<file path="src/rtl/data_gen_pkg.sv">
// Shared definitions for the FIFO-side multi-lane data generator:
// FSM state encoding, pattern mode codes and the default LFSR tap mask.
package data_gen_pkg;

    typedef logic [1:0] state_t;

    localparam state_t ST_IDLE = 2'd0;
    localparam state_t ST_RUN  = 2'd1;
    localparam state_t ST_DONE = 2'd2;

    typedef logic [1:0] mode_t;

    localparam mode_t MODE_INC   = 2'd0;
    localparam mode_t MODE_CONST = 2'd1;
    localparam mode_t MODE_LFSR  = 2'd2;
    localparam mode_t MODE_PASS  = 2'd3;

    localparam logic [31:0] DEFAULT_LFSR_TAPS = 32'h80200003;

endpackage

</file>
<file path="src/rtl/data_gen_pattern.sv">
// Pattern word generator: holds the next FIFO word and updates it on
// start (load), on every accepted write (advance) and at pass boundaries.
module data_gen_pattern
    import data_gen_pkg::*;
#(
    parameter int          LANE_W    = 8,
    parameter int          LANES     = 4,
    parameter logic [31:0] LFSR_TAPS = DEFAULT_LFSR_TAPS,
    localparam int         WIDTH     = LANE_W * LANES
) (
    input  logic              ap_clk,
    input  logic              ap_rst,
    input  logic              load,
    input  logic              advance,
    input  logic              pass_restart,
    input  logic [1:0]        mode,
    input  logic [LANE_W-1:0] seed,
    input  logic [LANE_W-1:0] pass_idx,
    output logic [WIDTH-1:0]  word
);

    // Tap mask sized to the word: truncated or zero-extended
    localparam logic [WIDTH-1:0] TAPS_W = WIDTH'(LFSR_TAPS);

    function automatic logic [WIDTH-1:0] replicate(input logic [LANE_W-1:0] v);
        logic [WIDTH-1:0] r;
        r = '0;
        for (int k = 0; k < LANES; k++) begin
            r[k*LANE_W +: LANE_W] = v;
        end
        return r;
    endfunction

    // First word of an INC pass: lane k = seed + k
    function automatic logic [WIDTH-1:0] inc_base(input logic [LANE_W-1:0] s);
        logic [WIDTH-1:0] r;
        r = '0;
        for (int k = 0; k < LANES; k++) begin
            r[k*LANE_W +: LANE_W] = s + LANE_W'(k);
        end
        return r;
    endfunction

    // Next INC word: every lane moves forward by LANES
    function automatic logic [WIDTH-1:0] inc_step(input logic [WIDTH-1:0] w);
        logic [WIDTH-1:0] r;
        r = '0;
        for (int k = 0; k < LANES; k++) begin
            r[k*LANE_W +: LANE_W] = w[k*LANE_W +: LANE_W] + LANE_W'(LANES);
        end
        return r;
    endfunction

    // Right-shifting Galois step; feedback bit XORs the tap mask in
    function automatic logic [WIDTH-1:0] lfsr_step(input logic [WIDTH-1:0] w);
        return (w >> 1) ^ (w[0] ? TAPS_W : '0);
    endfunction

    // An all-zero register would lock up, so it is forced to 1
    function automatic logic [WIDTH-1:0] lfsr_init(input logic [LANE_W-1:0] s);
        logic [WIDTH-1:0] r;
        r = replicate(s);
        if (r == '0) begin
            r = WIDTH'(1);
        end
        return r;
    endfunction

    // Pattern register: load at start, then update on each write
    always_ff @(posedge ap_clk or posedge ap_rst) begin
        if (ap_rst) begin
            word <= '0;
        end else if (load) begin
            case (mode)
                MODE_INC:   word <= inc_base(seed);
                MODE_CONST: word <= replicate(seed);
                MODE_LFSR:  word <= lfsr_init(seed);
                default:    word <= '0;
            endcase
        end else if (advance) begin
            case (mode)
                MODE_INC:   word <= pass_restart ? inc_base(seed) : inc_step(word);
                MODE_CONST: word <= replicate(seed);
                MODE_LFSR:  word <= lfsr_step(word);
                default:    word <= pass_restart ? replicate(pass_idx) : word;
            endcase
        end
    end

endmodule

</file>
<file path="src/rtl/data_gen_fifo_mc.sv">
// Multi-lane FIFO data generator: writes `times` passes of `size` words
// into a FIFO write port under ap_ctrl handshake, respecting fifo_full.
module data_gen_fifo_mc
    import data_gen_pkg::*;
#(
    parameter int          LANE_W    = 8,
    parameter int          LANES     = 4,
    parameter logic [31:0] LFSR_TAPS = DEFAULT_LFSR_TAPS,
    localparam int         WIDTH     = LANE_W * LANES
) (
    input  logic              ap_clk,
    input  logic              ap_rst,
    input  logic [31:0]       size,
    input  logic [31:0]       times,
    input  logic [1:0]        mode,
    input  logic [LANE_W-1:0] seed,
    output logic              fifo_wr_en,
    output logic [WIDTH-1:0]  fifo_wr_data,
    output logic              fifo_wr_last,
    input  logic              fifo_full,
    input  logic              ap_start,
    output logic              ap_done,
    output logic              ap_idle,
    output logic              ap_ready,
    output logic [31:0]       words_written
);

    state_t            state;
    logic [31:0]       size_q;
    logic [31:0]       times_q;
    logic [1:0]        mode_q;
    logic [LANE_W-1:0] seed_q;
    logic [31:0]       word_idx;
    logic [31:0]       pass_idx;

    logic              start_acc;
    logic              wr;
    logic              last_word;
    logic              last_pass;
    logic [1:0]        cfg_mode;
    logic [LANE_W-1:0] cfg_seed;
    logic [31:0]       pass_idx_nxt;
    logic [WIDTH-1:0]  pat_word;

    assign start_acc = (state == ST_IDLE) && ap_start;
    assign wr        = (state == ST_RUN) && !fifo_full;

    // size_q/times_q are non-zero whenever RUN is entered, so the -1 cannot wrap
    assign last_word = (word_idx == size_q - 32'd1);
    assign last_pass = (pass_idx == times_q - 32'd1);

    // The pattern loads in the same cycle the config is latched, so it sees the raw inputs then
    assign cfg_mode     = start_acc ? mode : mode_q;
    assign cfg_seed     = start_acc ? seed : seed_q;
    assign pass_idx_nxt = pass_idx + 32'd1;

    assign ap_ready      = start_acc;
    assign ap_idle       = (state == ST_IDLE);
    assign ap_done       = (state == ST_DONE);
    assign fifo_wr_en    = wr;
    assign fifo_wr_data  = (state == ST_RUN) ? pat_word : '0;
    assign fifo_wr_last  = (state == ST_RUN) && last_word;

    data_gen_pattern #(
        .LANE_W    (LANE_W),
        .LANES     (LANES),
        .LFSR_TAPS (LFSR_TAPS)
    ) u_pattern (
        .ap_clk       (ap_clk),
        .ap_rst       (ap_rst),
        .load         (start_acc),
        .advance      (wr),
        .pass_restart (wr && last_word),
        .mode         (cfg_mode),
        .seed         (cfg_seed),
        .pass_idx     (LANE_W'(pass_idx_nxt)),
        .word         (pat_word)
    );

    // Control FSM, latched configuration and word/pass/write counters
    always_ff @(posedge ap_clk or posedge ap_rst) begin
        if (ap_rst) begin
            state         <= ST_IDLE;
            size_q        <= '0;
            times_q       <= '0;
            mode_q        <= '0;
            seed_q        <= '0;
            word_idx      <= '0;
            pass_idx      <= '0;
            words_written <= '0;
        end else begin
            case (state)
                ST_IDLE: begin
                    if (ap_start) begin
                        size_q        <= size;
                        times_q       <= times;
                        mode_q        <= mode;
                        seed_q        <= seed;
                        word_idx      <= '0;
                        pass_idx      <= '0;
                        words_written <= '0;
                        state         <= (size == 32'd0 || times == 32'd0) ? ST_DONE : ST_RUN;
                    end
                end
                ST_RUN: begin
                    if (wr) begin
                        words_written <= words_written + 32'd1;
                        if (last_word) begin
                            word_idx <= '0;
                            pass_idx <= pass_idx_nxt;
                            if (last_pass) begin
                                state <= ST_DONE;
                            end
                        end else begin
                            word_idx <= word_idx + 32'd1;
                        end
                    end
                end
                ST_DONE: begin
                    state <= ST_IDLE;
                end
                default: begin
                    state <= ST_IDLE;
                end
            endcase
        end
    end

endmodule
</file>
<file path="config.mk">
export PLATFORM = sky130hd
export DESIGN_NAME = data_gen_fifo_mc
export DESIGN_NICKNAME = d
export VERILOG_FILES = /design/src/rtl/data_gen_pkg.sv /design/src/rtl/data_gen_pattern.sv /design/src/rtl/data_gen_fifo_mc.sv
export SDC_FILE = /design/constraint.sdc
export NUM_CORES = 1
export LEC_CHECK = 0
export CAP_MARGIN = 20
export CORE_ASPECT_RATIO = 0.6
export CORE_MARGIN = 5
export CORE_UTILIZATION = 54
export DETAILED_ROUTE_END_ITERATION = 8
export PLACE_DENSITY_LB_ADDON = 0.05
export SLEW_MARGIN = 20
export SYNTH_ARGS = -nofsm -noshare
export SYNTH_HDL_FRONTEND = slang
export SYNTH_SLANG_ARGS = --single-unit
</file>
<file path="constraint.sdc">
create_clock -name ap_clk -period 14.2 [get_ports ap_clk]
set_input_delay 2.84 -clock ap_clk [delete_from_list [all_inputs] [get_ports ap_clk]]
set_output_delay 2.84 -clock ap_clk [all_outputs]
set_load 0.1 [all_outputs]
</file>
==> results of run 1 <==
[per-stage QoR]
stage	instance area [sq um]	power, mW
floorplan	13700	2.44
global placement	15300	2.94
detailed placement	15300	2.97
CTS	16100	3.62
global route	16100	3.86
finish	16100	3.66
[worst max-delay path: stages]
cell and delay [ns]:
clkdlybuf4s50_1 0.61, nand2_2 0.08, buf_4 0.34, inv_4 0.58
clkdlybuf4s50_1 1.27
[cell usage after synthesis, types with 7 or more instances]
| master | number |
|---|---|
| mux2i_1 | 20 |
| a2bb2oi_1 | 9 |
| o21ai_0 | 110 |
| nor4_1 | 34 |
| clkbuf_1 | 72 |
| xor2_1 | 69 |
| nand4_1 | 26 |
| nor2b_1 | 11 |
| a21oi_1 | 92 |
| or2_2 | 8 |
| dfrtp_1 | 204 |
| or3_1 | 19 |
| buf_2 | 7 |
| buf_4 | 9 |
| or4_1 | 17 |
| o31ai_1 | 28 |
| nor2_1 | 135 |
| o22ai_1 | 7 |
| a211oi_1 | 9 |
| nand3_1 | 75 |
| a22o_1 | 8 |
| nor3_1 | 48 |
| nand2b_1 | 10 |
| nor3b_1 | 8 |
| inv_1 | 33 |
| nand2_1 | 325 |
| xnor2_1 | 89 |
| a31oi_1 | 16 |
| ha_1 | 17 |
| and2_1 | 40 |
| o211ai_1 | 10 |
| and3_1 | 38 |
[report_power, final]
part	internal [mW]	total, mW	switching, mW
registers	0.738	1.01	0.269
logic	0.662	2.02	1.36
clock network	0.373	0.628	0.254
[kinds of logic (layout without fill, tap and decap cells)]
family / after synthesis / in the layout / share of synthesized area
DFF: 204 / 204 / 0.371
xor gates and xnor gates: 159 / 159 / 0.102
and+or+nand+nor: 822 / 822 / 0.290
adders and majority gates: 17 / 17 / 0.0155
muxes: 23 / 23 / 0.0170
buffers and inverters: 132 / 240 / 0.0403
AOI/OAI and AO/OA: 355 / 355 / 0.164
[path summary, 6_finish.rpt]
path / slack, ns / endpoint / startpoint / depth (start not counted)
worst max-delay path: 5.58 / ap_ready / ap_start / 5
worst max register to register: 9.24 / u_pattern.word[24]$_DFFE_PP0P_ / state[0]$_DFFE_PP0P_ / 13
max in group asynchronous: 10.10 / words_written[17]$_DFFE_PP0P_ / ap_rst / 3
worst min register to register: 0.48 / mode_q[0]$_DFFE_PP0P_ / mode_q[0]$_DFFE_PP0P_ / 2
worst min-delay path: 0.48 / mode_q[0]$_DFFE_PP0P_ / mode_q[0]$_DFFE_PP0P_ / 2
min in group asynchronous: 2.87 / size_q[4]$_DFFE_PP0P_ / ap_rst / 2
[flip-flops by register name, summed over array words and instances (netlist names)]
| register | flops |
|---|---|
| state | 2 |
| pass_idx | 32 |
| size_q | 32 |
| mode_q | 2 |
| u_pattern.word | 32 |
| word_idx | 32 |
| times_q | 32 |
| seed_q | 8 |
| words_written | 32 |
[final cells by class]
class | instances | area share
multi-input cells | 1376 | 0.502
flip-flops and latches | 204 | 0.316
repair buffers | 162 | 0.0980
clock buffers | 31 | 0.0400
well taps | 329 | 0.0255
inverters | 38 | 0.00946
clock inverters | 9 | 0.00814
[layer usage]
layer | global-route usage | vias to the layer above | part of all wire
li1 | - | 6220 | -
met1 | 0.456 | 6487 | 0.46
met2 | 0.425 | 657 | 0.41
met3 | 0.0770 | 66 | 0.10
met4 | 0.0618 | 0 | 0.020
met5 | 0 | - | 0
==> impl_metrics.json, run 1 <==
{
  "status": "finished, final reports clean",
  "multiInputGateArea_sq_um": 8100,
  "yosys_most_used_dff": "dfrtp_1",
  "place.gp.congestion": 0.970,
  "ys_types": 77,
  "synth_top_area_share": 0.371,
  "postCtsSetupBuffers": 0,
  "ff_latch_area_sq_um": 5100,
  "finish.utilization": 0.641,
  "grt_usage": 0.298,
  "rsz0062_at_grt": "no",
  "slew_headroom": 0.285,
  "vdd_drop_max_v": 0.000224,
  "yosysTopAreaCell": "dfrtp_1",
  "crit_arrival_ns": 5.78,
  "ys_seq_elements": 204,
  "post_drt_via_cell_ratio": 6.25,
  "clkTransAtPathRegs_ns": 0.06,
  "fin_tns_setup_ns": 0,
  "wl_per_cell_microns": 20.6,
  "leakagePower_nw": 6.69,
  "cp_max_fo": 61,
  "core_area_sq_um": 25200,
  "die_y_microns": 134,
  "worstSetupStartpointType": "input port",
  "timing.max_cap.violations": 0,
  "cts_max_path_buffers": 3,
  "drv_slew": 0,
  "cts_buffers": 22,
  "post-place-ws_ns": 5.61,
  "dr.pass1.iters": 7,
  "layout_common_cells": "324 x nand2_1, 204 x dfrtp_1, 146 x clkdlybuf4s50_1, 135 x nor2_1, 109 x o21ai_0",
  "fillers": 2180,
  "ys_warn_count": 0,
  "final_common_cell": "nand2_1",
  "p_per_area_nw_per_um2": 227,
  "die_area_sq_um": 28900,
  "grt_start_max_net_pins": 102,
  "syn_area_sq_um": 13700,
  "grt_antenna_before_repair": 0,
  "wirelength_microns": 44200,
  "dr_total_vias": 13400,
  "required_ns": 11.36,
  "final_cells": 2149,
  "synth_nets": 1807,
  "ys_seq_area_frac": 0.371,
  "async_flop_share": 1.00,
  "drive_above_1_share": 0.0495,
  "ctsHoldBuffers": 0,
  "overflow": 0,
  "rows": 45,
  "path_class": "input port to output pin",
  "clk_latency_ns": 0.53,
  "hold-worst-slack_ns": 0.478,
  "yosys-top-cells-area": "dfrtp_1 37%, nand2_1 8.9%, xnor2_1 5.7%",
  "fin_skew_ns": 0.0137,
  "drc": 0,
  "hpwl_microns": 30900,
  "min_period_ns": 8.62,
  "finalHoldViolCount": 0,
  "cts.repair.resized": 0,
  "fmax_mhz": 116,
  "end_kind": "output pin",
  "synth-edff-count": 0,
  "htree_levels": 1,
  "ant_nets": 0,
  "avgSynthCellArea_sq_um": 8.03,
  "io_pins": 147,
  "layout.nets": 1899,
  "syn_to_final_growth_pct": 17.3,
  "drt_iter0_markers": 1419,
  "netlist_instances": 1712,
  "first_global_vias": 12600,
  "setup_viol": 0,
  "clockRootBuffer": "clkbuf_16",
  "dpl.cell_count": 2109,
  "period_share": 0.607,
  "port-buffer-count": 146,
  "die_x_microns": 216,
  "cts.sinks": 204,
  "setup_slack_ns": 5.58,
  "cts_tree": "yes",
  "hp-class": "register to register",
  "diodes": 0,
  "grt_pass1_wl_microns": 70300,
  "initial_core_util": 0.546,
  "worstMarginPinSlew_ns": 1.07
}
Note: power is estimated with default switching activity, not from simulation.
==> inputs of run 2 (changes only) <==
==> constraint.sdc (replaced) <==
create_clock -name ap_clk -period 8.3 [get_ports ap_clk]
set_input_delay 1.66 -clock ap_clk [delete_from_list [all_inputs] [get_ports ap_clk]]
set_output_delay 1.66 -clock ap_clk [all_outputs]
set_load 0.1 [all_outputs]
==> run 2 against run 1 <==
  * Clock skew increased by 0.0031 ns
  * Highest routed layer unchanged
  * Utilization shrank 0.40 points
  * Setup slack got worse by 4.2 ns
  * Critical path type is now register to output pin
==> impl_metrics.json, run 2 (same netlist as run 1, synthesis figures left out) <==
{
  "drt_iter0_markers": 1691,
  "htree_levels": 1,
  "grt_start_max_net_pins": 134,
  "worstMarginPinSlew_ns": 1.06,
  "design_area_sq_um": 16000,
  "grt_antenna_before_repair": 0,
  "cts.sinks": 204,
  "leakagePower_nw": 6.65,
  "end_kind": "output pin",
  "rsz0062_at_grt": "no",
  "slowest_delay_ns": 1.23,
  "drive_above_1_share": 0.0462,
  "layout_common_cells": "324 x nand2_1, 204 x dfrtp_1, 146 x clkdlybuf4s50_1, 135 x nor2_1, 109 x o21ai_0",
  "io_pins": 147,
  "die_y_microns": 134,
  "post_drt_via_cell_ratio": 6.22,
  "cp_max_fo": 11,
  "topRoutingLayerUsed": "met4",
  "cts.repair.resized": 0,
  "drc": 0,
  "clkTransAtPathRegs_ns": 0.07,
  "crit_arrival_ns": 5.23,
  "port-buffer-count": 146,
  "grt_usage": 0.293,
  "setup_viol": 0,
  "ant_nets": 0,
  "die_x_microns": 216,
  "final_common_cell": "nand2_1",
  "required_ns": 6.64,
  "wirelength_microns": 43900,
  "cts_buffers": 22,
  "first_global_vias": 12300,
  "path_cells": "inv_1, ha_1, nor4b_1, nand4_1, or4_1, o211a_1, a211o_1, and2_1, or3_1, nor3_1, clkdlybuf4s50_1",
  "p_per_area_nw_per_um2": 382,
  "die_area_sq_um": 28900,
  "diodes": 0,
  "initial_core_util": 0.546,
  "cp_slowest_cell": "clkdlybuf4s50_1",
  "syn_to_final_growth_pct": 16.6,
  "rows": 45,
  "drv_slew": 0,
  "hpwl_microns": 30800,
  "status": "finished, final reports clean",
  "period_share": 0.830,
  "place_area_sq_um": 15300,
  "place.gp.congestion": 0.987,
  "wl_met2_microns": 17900,
  "finalHoldViolCount": 0,
  "clockRootBuffer": "clkbuf_16",
  "fmax_mhz": 145,
  "timing.max_cap.violations": 0,
  "ctsHoldBuffers": 0,
  "worstSetupStartpointType": "register",
  "dr.pass1.iters": 6,
  "cts_tree": "yes",
  "fin_skew_ns": 0.0168,
  "grt_pass1_wl_microns": 69000,
  "clk_latency_ns": 0.52,
  "fin_tns_setup_ns": 0,
  "min_period_ns": 6.89,
  "slew_headroom": 0.292,
  "wl_met1_microns": 20600,
  "vdd_drop_max_v": 0.000399,
  "dr_total_vias": 13400,
  "postCtsSetupBuffers": 0,
  "hold-worst-slack_ns": 0.471,
  "fillers": 2183,
  "path_class": "register to output pin",
  "met3_length_microns": 4730,
  "cts_max_path_buffers": 3,
  "layout.nets": 1898,
  "wl_per_cell_microns": 20.4,
  "hp-class": "register to register",
  "overflow": 0,
  "core_area_sq_um": 25200
}
==> run 2: cell count changes in the layout (fill, tap and decap cells not counted), sizes merged <==
| cell | delta |
|---|---|
| buf | -1 |
| bufinv | -2 |
| clkbuf | +2 |
| clkinv | +4 |
| clkinvlp | -3 |
| inv | -1 |
==> run 2: final cells by class <==
class | count | area [sq um] | area share
tap | 329 | 412 | 0.0257
sequential | 204 | 5100 | 0.318
multi-input combinational | 1376 | 8100 | 0.506
inverter | 38 | 153 | 0.00952
timing repair buffer | 161 | 1570 | 0.0982
clock inverter | 7 | 60.1 | 0.00375
clock buffer | 33 | 623 | 0.0389
==> run 2: per-stage QoR <==
stage               setup slack (ns)  utilization  power [mW]  instances
floorplan                       1.07            -        4.18       1712
global placement                2.18        0.610        5.05       2108
detailed placement              2.05        0.610        5.08       2108
CTS                             1.50        0.637        6.08       2148
global route                    1.21        0.637        6.50       2148
finish                          1.41        0.637        6.13       2148
==> run 2: layer usage <==
layer,track usage,vias up
met2,0.410,630
met4,0.0505,0
met5,0,-
met1,0.458,6440
li1,-,6224
met3,0.0772,58
==> run 2: critical path, delay by kind of cell (launching register included) <==
kind | cells | cell delay [ns]
fa+ha+maj | 1 | 0.39
buf+inv | 2 | 1.34
simple gates | 6 | 2.18
flops | 1 | 0.41
compound gates | 2 | 0.38
==> run 2: worst paths after layout <==
path / from / end / slack, ns / cells after the start
setup / recovery: size_q[0]$_DFFE_PP0P_ / fifo_wr_last / 1.41 / 11
hold / removal: mode_q[1]$_DFFE_PP0P_ / mode_q[1]$_DFFE_PP0P_ / 0.47 / 2
setup reg to reg: size_q[0]$_DFFE_PP0P_ / u_pattern.word[23]$_DFFE_PP0P_ / 3.31 / 13
hold reg to reg: mode_q[1]$_DFFE_PP0P_ / mode_q[1]$_DFFE_PP0P_ / 0.47 / 2
max in group asynchronous: ap_rst / words_written[16]$_DFFE_PP0P_ / 4.97 / 3
min in group asynchronous: ap_rst / size_q[4]$_DFFE_PP0P_ / 1.78 / 2
==> run 2: power by group <==
| group | internal [mW] | total [mW] | switching [mW] | leakage [nW] |
|---|---|---|---|---|
| logic | 1.13 | 3.46 | 2.33 | 3.64 |
| registers | 1.26 | 1.70 | 0.436 | 2.67 |
| clock network | 0.551 | 0.970 | 0.419 | 0.339 |
==> inputs of run 3 (changes only) <==
==> constraint.sdc (replaced) <==
create_clock -name ap_clk -period 6.4 [get_ports ap_clk]
set_input_delay 1.28 -clock ap_clk [delete_from_list [all_inputs] [get_ports ap_clk]]
set_output_delay 1.28 -clock ap_clk [all_outputs]
set_load 0.1 [all_outputs]
==> run 3 against run 2 <==
  * Setup slack worse by 0.59 ns
  * Combinational power up 31%
  * Register-to-register slack worse by 1.8 ns
  * Sequential cell count unchanged
  * Utilization up 0.36 points
  * Routed wire length up 4.7%
  * Largest power group unchanged
==> impl_metrics.json, run 3 (same netlist as run 1, synthesis figures left out) <==
{
  "die_area_sq_um": 28900,
  "end_kind": "output pin",
  "min_to": "mode_q[0]$_DFFE_PP0P_",
  "leakagePower_nw": 6.68,
  "cts.sinks": 204,
  "p_comb_frac": 0.559,
  "dr_total_vias": 13600,
  "hold_depth": 2,
  "initial_core_util": 0.546,
  "finish.utilization": 0.641,
  "hp-class": "register to register",
  "die_x_microns": 216,
  "required_ns": 5.12,
  "rows": 45,
  "diodes": 0,
  "cts_max_path_buffers": 3,
  "period_share": 0.872,
  "path_class": "register to output pin",
  "cp_slowest_cell": "or4_1",
  "hpwl_microns": 32900,
  "pwr-share-clk": 0.165,
  "port-buffer-count": 146,
  "path_cells": "inv_1, ha_1, nor4b_1, nand4_1, or4_1, o211a_1, a211o_1, and2_1, or3_1, nor3_1, buf_4",
  "layout_common_cells": "324 x nand2_1, 204 x dfrtp_1, 144 x clkdlybuf4s50_1, 135 x nor2_1, 109 x o21ai_0",
  "p_int_mw": 3.88,
  "ctsHoldBuffers": 0,
  "fillers": 2187,
  "slowest_delay_ns": 0.58,
  "drive_above_1_share": 0.0532,
  "grt_usage": 0.309,
  "drv_slew": 0,
  "seq_power_share": 0.276,
  "r2r_end": "u_pattern.word[15]$_DFFE_PP0P_",
  "slew_headroom": 0.301,
  "switchingPower_mw": 4.22,
  "grt_pass1_wl_microns": 72800,
  "crit_arrival_ns": 4.30,
  "fmax_mhz": 179,
  "clockRootBuffer": "clkbuf_16",
  "cp_max_fo": 11,
  "first_global_vias": 12800,
  "hold-worst-slack_ns": 0.474,
  "ant_nets": 0,
  "finalHoldViolCount": 0,
  "htree_levels": 1,
  "setup.reg_to_reg.worst_slack_ns": 1.50,
  "timing.max_cap.violations": 0,
  "final_common_cell": "nand2_1",
  "drt_iter0_markers": 1794,
  "drc": 0,
  "cts_buffers": 22,
  "worstSetupStartpointType": "register",
  "cts.repair.resized": 0,
  "r2r_cells": 13,
  "cts_tree": "yes",
  "place.gp.congestion": 0.961,
  "worstMarginPinSlew_ns": 1.05,
  "status": "finished, final reports clean",
  "grt_antenna_before_repair": 0,
  "setup_viol": 0,
  "overflow": 0,
  "rsz0062_at_grt": "no",
  "holdCritStartpoint": "mode_q[0]$_DFFE_PP0P_",
  "io_pins": 147,
  "die_y_microns": 134,
  "clkTransAtPathRegs_ns": 0.07,
  "wl_per_cell_microns": 21.3,
  "layout.nets": 1902,
  "post-place-ws_ns": 1.42,
  "setup_slack_ns": 0.820,
  "fin_skew_ns": 0.0143,
  "vdd_drop_max_v": 0.000436,
  "clk_latency_ns": 0.53,
  "post_drt_via_cell_ratio": 6.33,
  "swShare": 0.521,
  "wirelength_microns": 45900,
  "finalPower_mw": 8.10,
  "p_per_area_nw_per_um2": 502,
  "syn_to_final_growth_pct": 17.3,
  "grt_start_max_net_pins": 114,
  "core_area_sq_um": 25200,
  "postCtsSetupBuffers": 0,
  "dr.pass1.iters": 6,
  "min_period_ns": 5.58,
  "reg2reg_from": "size_q[0]$_DFFE_PP0P_",
  "fin_tns_setup_ns": 0
}
-- run 3: layout make-up --
class	instances	area, sq um	area share
clock inverters	14	149	0.00924
clock buffers	25	593	0.0368
multi-input cells	1376	8100	0.502
repair buffers	165	1620	0.100
well taps	329	412	0.0255
inverters	38	149	0.00924
flip-flops and latches	204	5100	0.317
-- run 3: worst max-delay path by stage --
stage | slack, ns | to | startpoint | depth (start not counted)
after global routing | 0.55 | fifo_wr_last | size_q[0]$_DFFE_PP0P_ | 11
after floorplan | 0.65 | fifo_wr_last | size_q[7]$_DFFE_PP0P_ | 9
after global placement | 1.52 | fifo_wr_en | fifo_full | 4
after detailed placement | 1.42 | fifo_wr_last | size_q[0]$_DFFE_PP0P_ | 11
after CTS | 0.86 | fifo_wr_last | size_q[0]$_DFFE_PP0P_ | 11
final | 0.82 | fifo_wr_last | size_q[0]$_DFFE_PP0P_ | 11
-- run 3: power groups by stage --
stage               combinational, mW  sequential [mW]  clock (mW)
floorplan                        3.40             2.02           0
CTS                              4.46             2.21        1.35
global route                     4.89             2.27        1.41
global placement                 4.40             2.22           0
detailed placement               4.43             2.22           0
finish                           4.53             2.24        1.33
-- run 3: per-layer routing --
metal | GRT usage | wire [microns] | up-vias
li1 | - | - | 6241
met1 | 0.493 | 21800 | 6575
met3 | 0.0634 | 4660 | 82
met4 | 0.0589 | 916 | 0
met2 | 0.431 | 18600 | 712
met5 | 0 | 0 | -
-- run 3: critical path: cells and delay by family (launching register included) --
family,cells,cell delay (ns)
buf+inv,2,0.49
simple gates,6,2.06
flops,1,0.42
fa+ha+maj,1,0.42
compound gates,2,0.39
-- run 3: through the flow --
| stage | area (sq um) | cells |
|---|---|---|
| floorplan | 13800 | 1712 |
| global placement | 15400 | 2112 |
| detailed placement | 15400 | 2112 |
| CTS | 16100 | 2151 |
| global route | 16100 | 2151 |
| finish | 16100 | 2151 |
